### src/rtl/cdc_channel_arbiter_pkg.sv
// Shared types and constants for the CDC channel arbiter.
// Holds the FSM state enum and the minimum-hold helper used by the elaboration check.
package cdc_arb_pkg;

  typedef enum logic [1:0] {
    IDLE = 2'd0,
    HOLD = 2'd1,
    ACK  = 2'd2
  } state_t;

  localparam int MAX_REQ = 8;

  // Two slow edges must fall inside the hold window, plus margin for the synchronizer.
  function automatic int min_hold_cycles(input int t_fast, input int t_slow);
    int ratio;
    ratio = (t_slow + t_fast - 1) / t_fast;
    return 2 * ratio + 2;
  endfunction

endpackage

### src/rtl/cdc_channel_arbiter_if.sv
// Requester-side bus of the CDC channel arbiter.
// The master modport is the requester pool, the slave modport is the arbiter.
interface cdc_channel_arbiter_if #(
  parameter int N       = 12,
  parameter int NUM_REQ = 4
);
  localparam int GW = $clog2(NUM_REQ);

  // Handshake: requester i raises req[i] with req_data word i and holds both
  // until it sees the one-cycle ack[i]; it drops req[i] before the edge that
  // ends the ack cycle. The word is sampled only at grant time, and the
  // crossing side sees xfer_data stable for the whole time xfer_active is high.
  logic [NUM_REQ-1:0]   req;
  logic [NUM_REQ*N-1:0] req_data;
  logic [NUM_REQ-1:0]   ack;
  logic [GW-1:0]        grant_id;
  logic [N-1:0]         xfer_data;
  logic                 xfer_active;

  modport master (
    output req, req_data,
    input  ack, grant_id, xfer_data, xfer_active
  );

  modport slave (
    input  req, req_data,
    output ack, grant_id, xfer_data, xfer_active
  );

endinterface

### src/rtl/cdc_channel_arbiter_rr_pick.sv
// Combinational rotate-and-priority-encode: first set request at or above ptr, wrapping.
// With CDC_ARB_FIXED_PRIO_EN defined the pointer is tied to zero (lowest index wins).
module rr_pick #(
  parameter int NUM_REQ = 4,
  parameter int PW      = $clog2(NUM_REQ)
) (
  input  logic [NUM_REQ-1:0] req,
  input  logic [PW-1:0]      ptr,
  output logic [PW-1:0]      winner,
  output logic               any_req
);

  logic [PW-1:0] base;
  logic [PW:0]   sum;
  logic [PW-1:0] idx;

`ifdef CDC_ARB_FIXED_PRIO_EN
  logic unused_ptr;
  assign unused_ptr = ^ptr;
  assign base       = '0;
`else
  assign base = ptr;
`endif

  always_comb begin
    winner  = '0;
    any_req = 1'b0;
    sum     = '0;
    idx     = '0;
    for (int i = 0; i < NUM_REQ; i++) begin
      // Modular add that also works when NUM_REQ is not a power of two.
      sum = {1'b0, base} + (PW+1)'(i);
      if (sum >= (PW+1)'(NUM_REQ)) begin
        sum = sum - (PW+1)'(NUM_REQ);
      end
      idx = sum[PW-1:0];
      if (!any_req && req[idx]) begin
        any_req = 1'b1;
        winner  = idx;
      end
    end
  end

endmodule

### src/rtl/cdc_channel_arbiter.sv
// Grants one fast-domain requester at a time and holds its word on the crossing input.
// Macro CDC_ARB_FIXED_PRIO_EN selects fixed priority; default is round robin.
module cdc_channel_arbiter
  import cdc_arb_pkg::*;
#(
  parameter int N           = 12,
  parameter int NUM_REQ     = 4,
  parameter int HOLD_CYCLES = 14,
  parameter int T_FAST_NS   = 2000,
  parameter int T_SLOW_NS   = 11000
) (
  input  logic                  clk,
  input  logic                  reset_n,
  cdc_channel_arbiter_if.slave  bus,
  output state_t                dbg_state
);

  localparam int GW = $clog2(NUM_REQ);
  localparam int CW = $clog2(HOLD_CYCLES + 1);

  if (NUM_REQ < 2 || NUM_REQ > MAX_REQ) begin : g_bad_num_req
    $error("cdc_channel_arbiter: NUM_REQ must be within 2..%0d", MAX_REQ);
  end
  if (HOLD_CYCLES < 1 || HOLD_CYCLES < min_hold_cycles(T_FAST_NS, T_SLOW_NS)) begin : g_bad_hold
    $error("cdc_channel_arbiter: HOLD_CYCLES too short for the clock ratio");
  end

  state_t             state_q, state_d;
  logic [CW-1:0]      hold_cnt_q, hold_cnt_d;
  logic [GW-1:0]      ptr_q, ptr_d;
  logic [NUM_REQ-1:0] ack_q, ack_d;
  logic [GW-1:0]      grant_id_q, grant_id_d;
  logic [N-1:0]       xfer_data_q, xfer_data_d;
  logic               xfer_active_q, xfer_active_d;

  logic [GW-1:0]      win;
  logic               any_req;

  rr_pick #(
    .NUM_REQ (NUM_REQ),
    .PW      (GW)
  ) u_pick (
    .req     (bus.req),
    .ptr     (ptr_q),
    .winner  (win),
    .any_req (any_req)
  );

  always_comb begin
    state_d       = state_q;
    hold_cnt_d    = hold_cnt_q;
    ptr_d         = ptr_q;
    ack_d         = '0;
    grant_id_d    = grant_id_q;
    xfer_data_d   = xfer_data_q;
    xfer_active_d = xfer_active_q;
    case (state_q)
      IDLE: begin
        if (any_req) begin
          state_d       = HOLD;
          grant_id_d    = win;
          xfer_data_d   = bus.req_data[int'(win)*N +: N];
          hold_cnt_d    = CW'(HOLD_CYCLES - 1);
          xfer_active_d = 1'b1;
        end
      end
      HOLD: begin
        if (hold_cnt_q != '0) begin
          hold_cnt_d = hold_cnt_q - CW'(1);
        end else begin
          state_d = ACK;
          ack_d   = NUM_REQ'(1) << grant_id_q;
        end
      end
      ACK: begin
        // The word stays on xfer_data after release; only the active flag drops.
        state_d       = IDLE;
        xfer_active_d = 1'b0;
`ifndef CDC_ARB_FIXED_PRIO_EN
        ptr_d = (grant_id_q == GW'(NUM_REQ - 1)) ? '0 : grant_id_q + GW'(1);
`endif
      end
      default: begin
        state_d = IDLE;
      end
    endcase
  end

  always_ff @(posedge clk or negedge reset_n) begin
    if (!reset_n) begin
      state_q       <= IDLE;
      hold_cnt_q    <= '0;
      ptr_q         <= '0;
      ack_q         <= '0;
      grant_id_q    <= '0;
      xfer_data_q   <= '0;
      xfer_active_q <= 1'b0;
    end else begin
      state_q       <= state_d;
      hold_cnt_q    <= hold_cnt_d;
      ptr_q         <= ptr_d;
      ack_q         <= ack_d;
      grant_id_q    <= grant_id_d;
      xfer_data_q   <= xfer_data_d;
      xfer_active_q <= xfer_active_d;
    end
  end

  assign bus.ack         = ack_q;
  assign bus.grant_id    = grant_id_q;
  assign bus.xfer_data   = xfer_data_q;
  assign bus.xfer_active = xfer_active_q;
  assign dbg_state       = state_q;

endmodule

### src/flat_wrapper.sv
// flat-port wrapper written by rule: the top's interface ports become plain ports
module cdc_channel_arbiter_flat import cdc_arb_pkg::*;
#(
  parameter int N           = 12,
  parameter int NUM_REQ     = 4,
  parameter int HOLD_CYCLES = 14,
  parameter int T_FAST_NS   = 2000,
  parameter int T_SLOW_NS   = 11000
)
  (clk, reset_n, dbg_state, bus_req, bus_req_data, bus_ack, bus_grant_id, bus_xfer_data, bus_xfer_active);
  cdc_channel_arbiter_if #(.N(N), .NUM_REQ(NUM_REQ)) bus_i ();
  input  logic clk;
  input  logic reset_n;
  output state_t dbg_state;
  input wire logic [$bits(bus_i.req)-1:0] bus_req;
  input wire logic [$bits(bus_i.req_data)-1:0] bus_req_data;
  output wire logic [$bits(bus_i.ack)-1:0] bus_ack;
  output wire logic [$bits(bus_i.grant_id)-1:0] bus_grant_id;
  output wire logic [$bits(bus_i.xfer_data)-1:0] bus_xfer_data;
  output wire logic [$bits(bus_i.xfer_active)-1:0] bus_xfer_active;
  assign bus_i.req = bus_req;
  assign bus_i.req_data = bus_req_data;
  assign bus_ack = bus_i.ack;
  assign bus_grant_id = bus_i.grant_id;
  assign bus_xfer_data = bus_i.xfer_data;
  assign bus_xfer_active = bus_i.xfer_active;
  cdc_channel_arbiter #(.N(N), .NUM_REQ(NUM_REQ), .HOLD_CYCLES(HOLD_CYCLES), .T_FAST_NS(T_FAST_NS), .T_SLOW_NS(T_SLOW_NS)) u_core (.clk(clk), .reset_n(reset_n), .bus(bus_i), .dbg_state(dbg_state));
endmodule
### config.mk
export PLATFORM = sky130hd
export DESIGN_NAME = cdc_channel_arbiter_flat
export DESIGN_NICKNAME = d
export VERILOG_FILES = /design/src/rtl/cdc_channel_arbiter_pkg.sv /design/src/rtl/cdc_channel_arbiter_if.sv /design/src/rtl/cdc_channel_arbiter_rr_pick.sv /design/src/rtl/cdc_channel_arbiter.sv /design/src/flat_wrapper.sv
export SDC_FILE = /design/constraint.sdc
export NUM_CORES = 1
export LEC_CHECK = 0
export CORE_UTILIZATION = 43
export DETAILED_ROUTE_END_ITERATION = 8
export GPL_TIMING_DRIVEN = 0
export PLACE_DENSITY_LB_ADDON = 0.25
export SKIP_LAST_GASP = 1
export SLEW_MARGIN = 10
export SYNTH_ARGS = -nofsm -noshare
export SYNTH_HDL_FRONTEND = slang
export SYNTH_SLANG_ARGS = --single-unit
### constraint.sdc
create_clock -name clk -period 4.2 [get_ports clk]
set_input_delay 0.42 -clock clk [delete_from_list [all_inputs] [get_ports clk]]
set_output_delay 0.42 -clock clk [all_outputs]
set_load 0.02 [all_outputs]
==> flow_summary.json <==
{
  "wire_per_inst_um": 15.8,
  "ys_warn_count": 0,
  "async_flop_share_pct": 100,
  "period_share_pct": 51.6,
  "synthXorXnorAreaFrac_pct": 0.586,
  "holdCritPathClass": "in -> async",
  "synth_top_family_by_area": "multiplexers",
  "intPower_uw": 788,
  "place_hpwl_mm": 3.29,
  "p_switching_uw": 559,
  "rows": 21,
  "core_area_mm2": 0.00334,
  "cts-htree-levels": 1,
  "critPathRequiredTime_ns": 4.40,
  "ys_ff_latch": 27,
  "clk_pin_slew_ns": 0.15,
  "layout-drive-gt1-share_pct": 6.91,
  "max-vdd-ir-drop_uv": 305,
  "antenna_found_initial": 0,
  "dieArea_mm2": 0.00372,
  "cts_setup_buffers": 0,
  "slew_headroom_pct": 60.8,
  "clock_latency_ns": 0.34,
  "cts_tree": "yes",
  "netlist_area_mm2": 0.00150,
  "final.fill_count": 283,
  "fin_crit_ns": 2.17,
  "cts.path.max_buffers": 2,
  "drc": 0,
  "ctsResizeCount": 0,
  "grt_pass1_wl_mm": 6.35,
  "p_seq_share_pct": 33.4,
  "drt_iter0_markers": 58,
  "grt_start_max_net_pins": 28,
  "crit_family": "buffers and inverters",
  "synth_compound_gate_area_share_pct": 13.8,
  "leakagePower_uw": 0.00102,
  "combPwrFrac_pct": 57.9,
  "cp-start-kind": "input port",
  "start_util_pct": 44.8,
  "fin_area_mm2": 0.00232,
  "outcome": "complete, no violations",
  "postSynthAreaPerCell_um2": 10.8,
  "die_w_um": 61.0,
  "finalSetupTns_ns": 0,
  "clock-sinks": 27,
  "powerDensity_mw_per_mm2": 581,
  "switching_share_pct": 41.5,
  "drtPass1Iterations": 4,
  "io_pins": 75,
  "num_vias": 1380,
  "crit_chain": "clkdlybuf4s50_1, nor4_2, nor3_1, nand2_1, clkbuf_1, o221ai_1",
  "timing_hold_violations_final": 0,
  "cpPeakStageDelay_ns": 0.52,
  "syn_nets": 198,
  "cts_buffers": 3,
  "crit_slowest_cell": "nor4_2",
  "synth_cell_types": 33,
  "worstSetupPathType": "in -> reg",
  "seq_area_frac_synth_pct": 45.2,
  "final_cell_mix": "clkdlybuf4s50_1, dfrtp_1, mux2i_1",
  "slew_viol_final": 0,
  "grt_usage_pct": 23.9,
  "end_kind": "flip-flop",
  "worst_pin_slew_ns": 0.587,
  "r2r-start": "u_core.ptr_q[0]",
  "synthCells": 139,
  "synth-simple-area-share_pct": 14.0,
  "grt_pass1_vias": 1375,
  "area_growth_pct": 54.9,
  "synth_edf_count": 0,
  "cap_violations": 0,
  "routabilityCongestion": 0.821,
  "synth_flop_cell": "dfrtp_1",
  "rsz0062_at_grt": "false",
  "arrival_ns": 2.37,
  "synth_fa_ha_area_share_pct": 4.18,
  "wl_mm": 4.17,
  "setup_viol": 0,
  "diodes": 0,
  "cp_max_fo": 10,
  "port-buffer-count": 74,
  "die_height_um": 61.0,
  "ant_nets": 0,
  "clkPwrFrac_pct": 8.7,
  "grt_overflow": 0,
  "cp-startpoint": "bus_req[3]",
  "fmax_mhz": 461,
  "cts-root-buf": "clkbuf_4",
  "worst-path-buf-inv": 2,
  "finClkSkew_ns": 0.00579,
  "final_common_cell": "clkdlybuf4s50_1",
  "hold_buffers": 0,
  "synthMuxAreaShare_pct": 17.6,
  "place_area_mm2": 0.00229,
  "nets": 277,
  "via_per_inst": 5.25
}
## stage by stage
stage | worst slack, ns | utilization (%) | std cells | hold WS [ns] | total power, µW
floorplan | 2.54 | - | 139 | 0.124 | 919
global placement | 1.78 | 68.7 | 259 | 0.468 | 1200
detailed placement | 1.73 | 68.7 | 259 | 0.479 | 1240
CTS | 2.08 | 69.6 | 263 | 0.513 | 1360
global route | 1.92 | 69.4 | 263 | 0.0863 | 1450
finish | 2.03 | 69.4 | 263 | 0.0543 | 1350
## kinds of logic after synthesis
family,after synthesis
AO/OA/AOI/OAI,27
buffers and inverters,12
XOR/XNOR,1
flip-flops,27
AND/OR/NAND/NOR,41
multiplexers,26
adder cells (fa/ha/maj),5
## flip-flops by register name, indices dropped and copies added (netlist names)
signal and flops:
u_core.bus.xfer_data 12, u_core.bus.ack 4, u_core.hold_cnt_q 4, u_core.bus.grant_id 2, u_core.dbg_state 2, u_core.ptr_q 2, u_core.bus.xfer_active 1
## Yosys cell counts (3+ instances only)
library cell	n	area share, %
and2_1	4	1.7
buf_6	3	2.3
dfrtp_1	27	45
ha_1	5	4.2
inv_1	6	1.5
mux2i_1	24	16
nand2_1	18	4.5
nor2_1	5	1.3
nor2b_1	4	1.7
o21ai_0	5	1.7
o221ai_1	12	7.0
## worst paths after layout
| path | slack [ns] | endpoint | cells after the start |
|---|---|---|---|
| setup / recovery | 2.03 | u_core.bus.xfer_data[5] | 6 |
| hold / removal | 0.05 | u_core.bus.xfer_active | 1 |
| setup reg to reg | 2.28 | u_core.bus.xfer_data[5] | 6 |
| hold reg to reg | 0.51 | u_core.bus.xfer_data[1] | 2 |
| max in group asynchronous | 3.76 | u_core.bus.xfer_data[2] | 1 |
| min in group clk | 0.51 | u_core.bus.xfer_data[1] | 2 |
## worst reg2reg max path, cell delays in order (launching register included)
cell      delay [ns]
dfrtp_1         0.45
nor2b_1         0.17
a21oi_1         0.09
o221ai_2        0.42
buf_6           0.25
mux2i_1         0.23
o221ai_1        0.15
## power groups by stage
stage               sequential [µW]  clock (µW)  combinational, µW
global placement                448           0                753
detailed placement              457           0                785
finish                          450         117                780
global route                    467         128                851
floorplan                       533           0                386
CTS                             450         118                788
## metal layers
layer / vias to the layer above / share of wire, % / wire (µm) / track usage, %
li1: 661 / - / - / -
met5: - / 0 / 0 / 0
met1: 671 / 41 / 1690 / 29.7
met3: 6 / 5.1 / 211 / 2.35
met4: 0 / 1.6 / 66 / 12.3
met2: 42 / 53 / 2200 / 41.3
## final cells by class
cell class | instances | area [µm²] | area share (%)
plain buffers | 6 | 47.5 | 2.05
multi-input cells | 100 | 749 | 32.4
well taps | 46 | 57.6 | 2.49
inverters | 6 | 22.5 | 0.972
flip-flops and latches | 27 | 676 | 29.2
clock inverters | 1 | 5.00 | 0.216
repair buffers | 74 | 736 | 31.8
clock buffers | 3 | 22.5 | 0.972
Note: power is estimated with default switching activity, not from simulation.
